**config.mk**
```make
export PLATFORM = sky130hd
export DESIGN_NAME = tiletest_lhc_clk_monitor
export DESIGN_NICKNAME = d
export VERILOG_FILES = /design/src/rtl/tiletest_lhc_clk_monitor.sv
export SDC_FILE = /design/constraint.sdc
export NUM_CORES = 1
export LEC_CHECK = 0
export CAP_MARGIN = 40
export CORE_ASPECT_RATIO = 1.5
export CORE_UTILIZATION = 53
export CTS_CLUSTER_SIZE = 25
export DETAILED_ROUTE_END_ITERATION = 16
export PLACE_DENSITY = 0.8
export SYNTH_ARGS = -nofsm -noshare
export SYNTH_HDL_FRONTEND = slang
export SYNTH_SLANG_ARGS = --single-unit
```
**constraint.sdc**
```tcl
create_clock -name sys_clk -period 7 [get_ports sys_clk]
set_input_delay 2.1 -clock sys_clk [delete_from_list [all_inputs] [get_ports sys_clk]]
set_output_delay 2.1 -clock sys_clk [all_outputs]
set_load 0.05 [all_outputs]
```
**src/rtl/tiletest_lhc_clk_monitor.sv**
```systemverilog
// LHC clock monitor: synchronises a divided LHC toggle into the sys_clk
// domain and declares lock or loss from edge activity. It also counts
// toggle edges over a fixed power-of-two window so firmware can estimate
// the LHC frequency. It keeps a saturating tally of lock losses.
module tiletest_lhc_clk_monitor #(
  parameter int unsigned TIMEOUT_CYC = 64,
  parameter int unsigned LOCK_EDGES  = 16,
  parameter int unsigned WIN_LOG2    = 16
) (
  input  logic        sys_clk,
  input  logic        sys_rst_n,
  input  logic        lhc_toggle,
  output logic        no_lhc_clk,
  output logic [15:0] edge_count,
  output logic        count_valid,
  output logic [7:0]  loss_count
);

  localparam int unsigned GAP_W  = $clog2(TIMEOUT_CYC + 1);
  localparam int unsigned GOOD_W = $clog2(LOCK_EDGES + 1);

  localparam logic [GAP_W-1:0]  GAP_MAX   = GAP_W'(TIMEOUT_CYC);
  localparam logic [GAP_W-1:0]  GAP_LAST  = GAP_W'(TIMEOUT_CYC - 1);
  localparam logic [GOOD_W-1:0] GOOD_LOCK = GOOD_W'(LOCK_EDGES);
  localparam logic [GOOD_W-1:0] GOOD_ONE  = GOOD_W'(1);

  typedef enum logic [1:0] {
    ST_LOST    = 2'd0,
    ST_ACQUIRE = 2'd1,
    ST_LOCKED  = 2'd2
  } state_e;

  // Synchroniser, delay stage and pipeline-fill tracker
  logic                sync1_q, sync2_q, dly_q;
  logic [1:0]          fill_q, fill_d;
  logic                edge_s;

  // Gap timer
  logic [GAP_W-1:0]    gap_q, gap_d;
  logic                timeout_s;

  // Lock FSM
  state_e              state_q, state_d;
  logic [GOOD_W-1:0]   good_q, good_d;
  logic [7:0]          loss_q, loss_d;

  // Frequency window
  logic [WIN_LOG2-1:0] win_q, win_d;
  logic [15:0]         acc_q, acc_d;
  logic [15:0]         ecount_q, ecount_d;
  logic                valid_q, valid_d;
  logic                close_s;
  logic [16:0]         sum_s;
  logic [15:0]         sum_sat_s;

  // The edge detector is only trusted once sync2 and the delay stage both
  // hold sampled input, so a reset-time 0 can never look like a toggle.
  always_comb begin
    fill_d = fill_q;
    if (fill_q != 2'd3) begin
      fill_d = fill_q + 2'd1;
    end else begin
      fill_d = fill_q;
    end
  end

  assign edge_s = (sync2_q ^ dly_q) & (fill_q == 2'd3);

  // Two-flop synchroniser for the asynchronous toggle plus the edge delay tap
  always_ff @(posedge sys_clk or negedge sys_rst_n) begin
    if (!sys_rst_n) begin
      sync1_q <= 1'b0;
      sync2_q <= 1'b0;
      dly_q   <= 1'b0;
      fill_q  <= 2'd0;
    end else begin
      sync1_q <= lhc_toggle;
      sync2_q <= sync1_q;
      dly_q   <= sync2_q;
      fill_q  <= fill_d;
    end
  end

  // A timeout fires on the TIMEOUT_CYC-th edge-free cycle; an edge always wins.
  assign timeout_s = ~edge_s & (gap_q == GAP_LAST);

  // Gap timer next state: clear on edge, otherwise count up and saturate
  always_comb begin
    gap_d = gap_q;
    if (edge_s) begin
      gap_d = '0;
    end else if (gap_q != GAP_MAX) begin
      gap_d = gap_q + GAP_W'(1);
    end else begin
      gap_d = gap_q;
    end
  end

  // Lock FSM next state, good-edge count and loss tally
  always_comb begin
    state_d = state_q;
    good_d  = good_q;
    loss_d  = loss_q;
    case (state_q)
      ST_LOST: begin
        if (edge_s) begin
          good_d  = GOOD_ONE;
          state_d = (GOOD_LOCK <= GOOD_ONE) ? ST_LOCKED : ST_ACQUIRE;
        end else begin
          state_d = ST_LOST;
        end
      end
      ST_ACQUIRE: begin
        if (edge_s) begin
          good_d = good_q + GOOD_ONE;
          if ((good_q + GOOD_ONE) == GOOD_LOCK) begin
            state_d = ST_LOCKED;
          end else begin
            state_d = ST_ACQUIRE;
          end
        end else if (timeout_s) begin
          good_d  = '0;
          state_d = ST_LOST;
        end else begin
          state_d = ST_ACQUIRE;
        end
      end
      ST_LOCKED: begin
        if (timeout_s) begin
          good_d  = '0;
          state_d = ST_LOST;
          if (loss_q != 8'hFF) begin
            loss_d = loss_q + 8'd1;
          end else begin
            loss_d = loss_q;
          end
        end else begin
          state_d = ST_LOCKED;
        end
      end
      default: begin
        good_d  = '0;
        state_d = ST_LOST;
      end
    endcase
  end

  // Window close happens when the free-running counter is all ones; the
  // edge of that cycle still belongs to the closing window.
  assign close_s   = &win_q;
  assign sum_s     = {1'b0, acc_q} + {16'd0, edge_s};
  assign sum_sat_s = sum_s[16] ? 16'hFFFF : sum_s[15:0];

  // Window counter, accumulator and published edge count next state
  always_comb begin
    win_d    = win_q + WIN_LOG2'(1);
    acc_d    = acc_q;
    ecount_d = ecount_q;
    valid_d  = 1'b0;
    if (close_s) begin
      acc_d    = '0;
      ecount_d = sum_sat_s;
      valid_d  = 1'b1;
    end else begin
      acc_d    = sum_sat_s;
      ecount_d = ecount_q;
      valid_d  = 1'b0;
    end
  end

  // Gap timer, lock FSM and window registers
  always_ff @(posedge sys_clk or negedge sys_rst_n) begin
    if (!sys_rst_n) begin
      gap_q    <= '0;
      state_q  <= ST_LOST;
      good_q   <= '0;
      loss_q   <= 8'd0;
      win_q    <= '0;
      acc_q    <= 16'd0;
      ecount_q <= 16'd0;
      valid_q  <= 1'b0;
    end else begin
      gap_q    <= gap_d;
      state_q  <= state_d;
      good_q   <= good_d;
      loss_q   <= loss_d;
      win_q    <= win_d;
      acc_q    <= acc_d;
      ecount_q <= ecount_d;
      valid_q  <= valid_d;
    end
  end

  // Lock status is a pure decode of the state register.
  assign no_lhc_clk  = (state_q != ST_LOCKED);
  assign edge_count  = ecount_q;
  assign count_valid = valid_q;
  assign loss_count  = loss_q;

endmodule

```
==> results.py <==
metrics = {
    "power": {
        "internal_power_uw": 660,
        "ir_drop_mv": 0.124,
        "p_comb_share_pct": 13.7,
        "p_sw_share_pct": 28.2,
        "p_clk_share_pct": 30.8,
        "p_seq_share_pct": 55.4,
        "powerDensity_nw_per_um2": 227,
        "switchingPower_uw": 259,
        "p_leak_uw": 0.00177,
    },
    "setup_path": {
        "endpoint_kind": "primary output",
        "critPathRequiredTime_ns": 4.90,
        "cp-start-kind": "flip-flop",
        "crit_start": "state_q[0]",
        "critPathKind": "flip-flop to primary output",
        "worstReg2RegEnd": "edge_count[10]",
        "r2r_slack_ns": 4.06,
        "arrival_ns": 1.80,
        "cp_max_fo": 8,
        "reg2reg_from": "sync2_q",
        "r2r_cells": 9,
    },
    "route": {
        "wl_met1_um": 2810,
        "wire_per_inst_um": 15.2,
        "drt_wl_total_um": 6630,
        "top_layer": "met4",
        "dr_wl_met3_um": 238,
        "wl_met2_um": 3480,
        "vias_per_cell": 6.02,
        "antenna_left": 0,
        "drc_errors": 0,
        "vias": 2617,
        "drt-pass1-iter-count": 4,
        "drt-initial-drc-count": 102,
    },
    "cts": {
        "h-tree-depth": 3,
        "cts.clk_slew.worst_paths_ns": 0.07,
        "numCtsBuffers": 9,
        "ctsResizeCount": 0,
        "cts_tree": "done",
        "clk_path_buf_depth": 2,
        "postCtsSetupRepairBufs": 0,
        "cts_root_buf": "clkbuf_8",
        "holdBufCountCts": 0,
        "insertion_delay_ns": 0.35,
        "cts.sinks": 76,
    },
    "synth": {
        "ys_seq_elements": 76,
        "synth_top_area_share_pct": 53.1,
        "yosysSeqAreaShare_pct": 53.1,
        "synth_edf_count": 0,
        "synth_top_family_by_area": "simple AND/OR/NAND/NOR gates",
        "synthSimpleGateAreaFrac_pct": 18.1,
        "yosysMostFrequentCell": "dfrtp_1",
        "muxShareOfSynthArea_pct": 2.62,
        "synthesis.nets": 339,
        "ys_types": 49,
        "synth_warnings": 0,
        "synth_compound_area_share_pct": 11.2,
        "yosys.area.top_type": "dfrtp_1",
        "synthTopCellsByCount": "dfrtp_1, nand3_1, o21ai_0, a21oi_1",
        "postSynthCellCount": 328,
        "synth_xor_area_share_pct": 8.32,
        "synth_area_leaders": "dfrtp_1, xnor2_1, xor2_1",
        "async_flop_share_pct": 100,
        "ys.flop_type": "dfrtp_1",
        "synth.avg_cell_area_um2": 10.9,
        "synth_fa_ha_area_share_pct": 2.80,
        "synth_area_um2": 3580,
    },
    "timing": {
        "hold_slack_ns": 0.351,
        "grt_setup_unrepaired": "false",
        "worstMarginPinSlew_ns": 0.632,
        "min_period_over_period_pct": 55.7,
        "setup_viol": 0,
        "slew_headroom_pct": 56.7,
        "final.min_clock_period_ns": 3.90,
        "worst_slack_ns": 3.10,
        "skew_ns": 0.00814,
        "report.final.slew_viol_count": 0,
        "max_clock_freq_mhz": 257,
        "finalHoldViolCount": 0,
        "setup_tns_ns": 0,
    },
    "floorplanning": {
        "start_util_pct": 54.8,
        "row_count": 36,
        "ios": 29,
        "core_area_um2": 6530,
        "die_width_um": 69.1,
        "die_h_um": 103,
        "dieArea_um2": 7090,
    },
    "placement": {
        "numPortBuffers": 28,
        "place_hpwl_um": 4660,
        "placed_cells": 421,
        "place_ws_ns": 3.48,
        "gp_congestion": 0.801,
    },
    "global_routing": {
        "grt_pass1_vias": 2536,
        "grt_usage_pct": 20.9,
        "grt_overflow": 0,
        "grt_pass1_wl_um": 11500,
        "antenna_found_initial": 0,
        "grt_start_max_net_pins": 40,
    },
    "layout": {
        "areaGrowthSynthToFinish_pct": 13.0,
        "stdcell_count": 435,
        "nets": 367,
        "final_layout_size_suffix_gt1_share_pct": 7.52,
        "antenna_cells": 0,
    },
    "worst_hold_path": {
        "worstHoldPathCells": 0,
        "hold_start": "sync1_q",
        "hold_class": "flip-flop to flip-flop",
        "min_to": "sync2_q",
    },
    "run": {
        "cap_violations": 0,
    },
    "outcome": {
        "status": "finished clean",
    },
}
## final cells by class
type	instances	area, um2
Fill cell	523	2490
Sequential cell	76	1900
Multi-Input combinational cell	227	1540
Timing Repair Buffer	29	298
Clock buffer	11	141
Tap cell	76	95.1
Inverter	13	52.6
Clock inverter	3	15.0
## metrics by stage
stage | util [%] | instance area, um2 | total power (uW)
after CTS | 61.9 | 4050 | 931
after global placement | 59.2 | 3870 | 635
after floorplan | - | 3580 | 606
after global routing | 61.9 | 4050 | 966
after detailed placement | 59.5 | 3890 | 645
final | 61.9 | 4050 | 919
## cells by family (layout without fill, tap and decap cells)
kind of cell,after synthesis,count (layout)
AND/OR/NAND/NOR,112,112
buffers and inverters,25,56
AO/OA/AOI/OAI,64,64
XOR/XNOR,34,34
multiplexers,9,9
flip-flops,76,76
adder cells (fa/ha/maj),8,8
## cells in the final DEF (no fill, tap or decap), types with 8 or more instances in the layout
| cell type | count |
|---|---|
| nor4_1 | 12 |
| xor2_1 | 17 |
| clkbuf_8 | 10 |
| nor2_1 | 15 |
| ha_1 | 8 |
| nor3_1 | 9 |
| nand3_1 | 23 |
| nand2_1 | 14 |
| inv_1 | 11 |
| clkdlybuf4s50_1 | 27 |
| dfrtp_1 | 76 |
| o21ai_0 | 22 |
| xnor2_1 | 17 |
| a21oi_1 | 20 |
## power by group through the flow
stage | Sequential [uW] | Clock, uW | Combinational (uW)
2_1_floorplan | 508 | 0 | 98.1
3_3_place_gp | 515 | 0 | 120
3_5_place_dp | 517 | 0 | 128
4_1_cts | 509 | 295 | 128
5_1_grt | 515 | 307 | 144
6_report | 509 | 283 | 126
## worst max path at each step
stage                 end  slack, ns  depth (start not counted)
6_report       no_lhc_clk       3.10                          3
5_1_grt        no_lhc_clk       3.01                          3
4_1_cts        no_lhc_clk       3.07                          3
3_5_place_dp   no_lhc_clk       3.48                          3
3_3_place_gp   no_lhc_clk       3.50                          3
2_1_floorplan  no_lhc_clk       4.06                          2
## critical path, cell delays in order (launching register included)
cell and delay (ns):
dfrtp_1 0.46, nor2b_1 0.24, inv_1 0.06, clkdlybuf4s50_1 0.69
## flip-flops by register name, summed over array words and instances, names as in the netlist
register and count:
acc_q 16, edge_count 16, win_q 16, loss_count 8, gap_q 7, good_q 5, fill_q 2, state_q 2
count_valid 1, dly_q 1, sync1_q 1, sync2_q 1
## metal layers
| layer | track usage (%) | vias to the layer above |
|---|---|---|
| li1 | - | 1247 |
| met1 | 23.6 | 1299 |
| met2 | 37.3 | 62 |
| met3 | 5.08 | 9 |
| met4 | 9.89 | 0 |
| met5 | 0 | - |
Power figures use the tool's default switching activity.
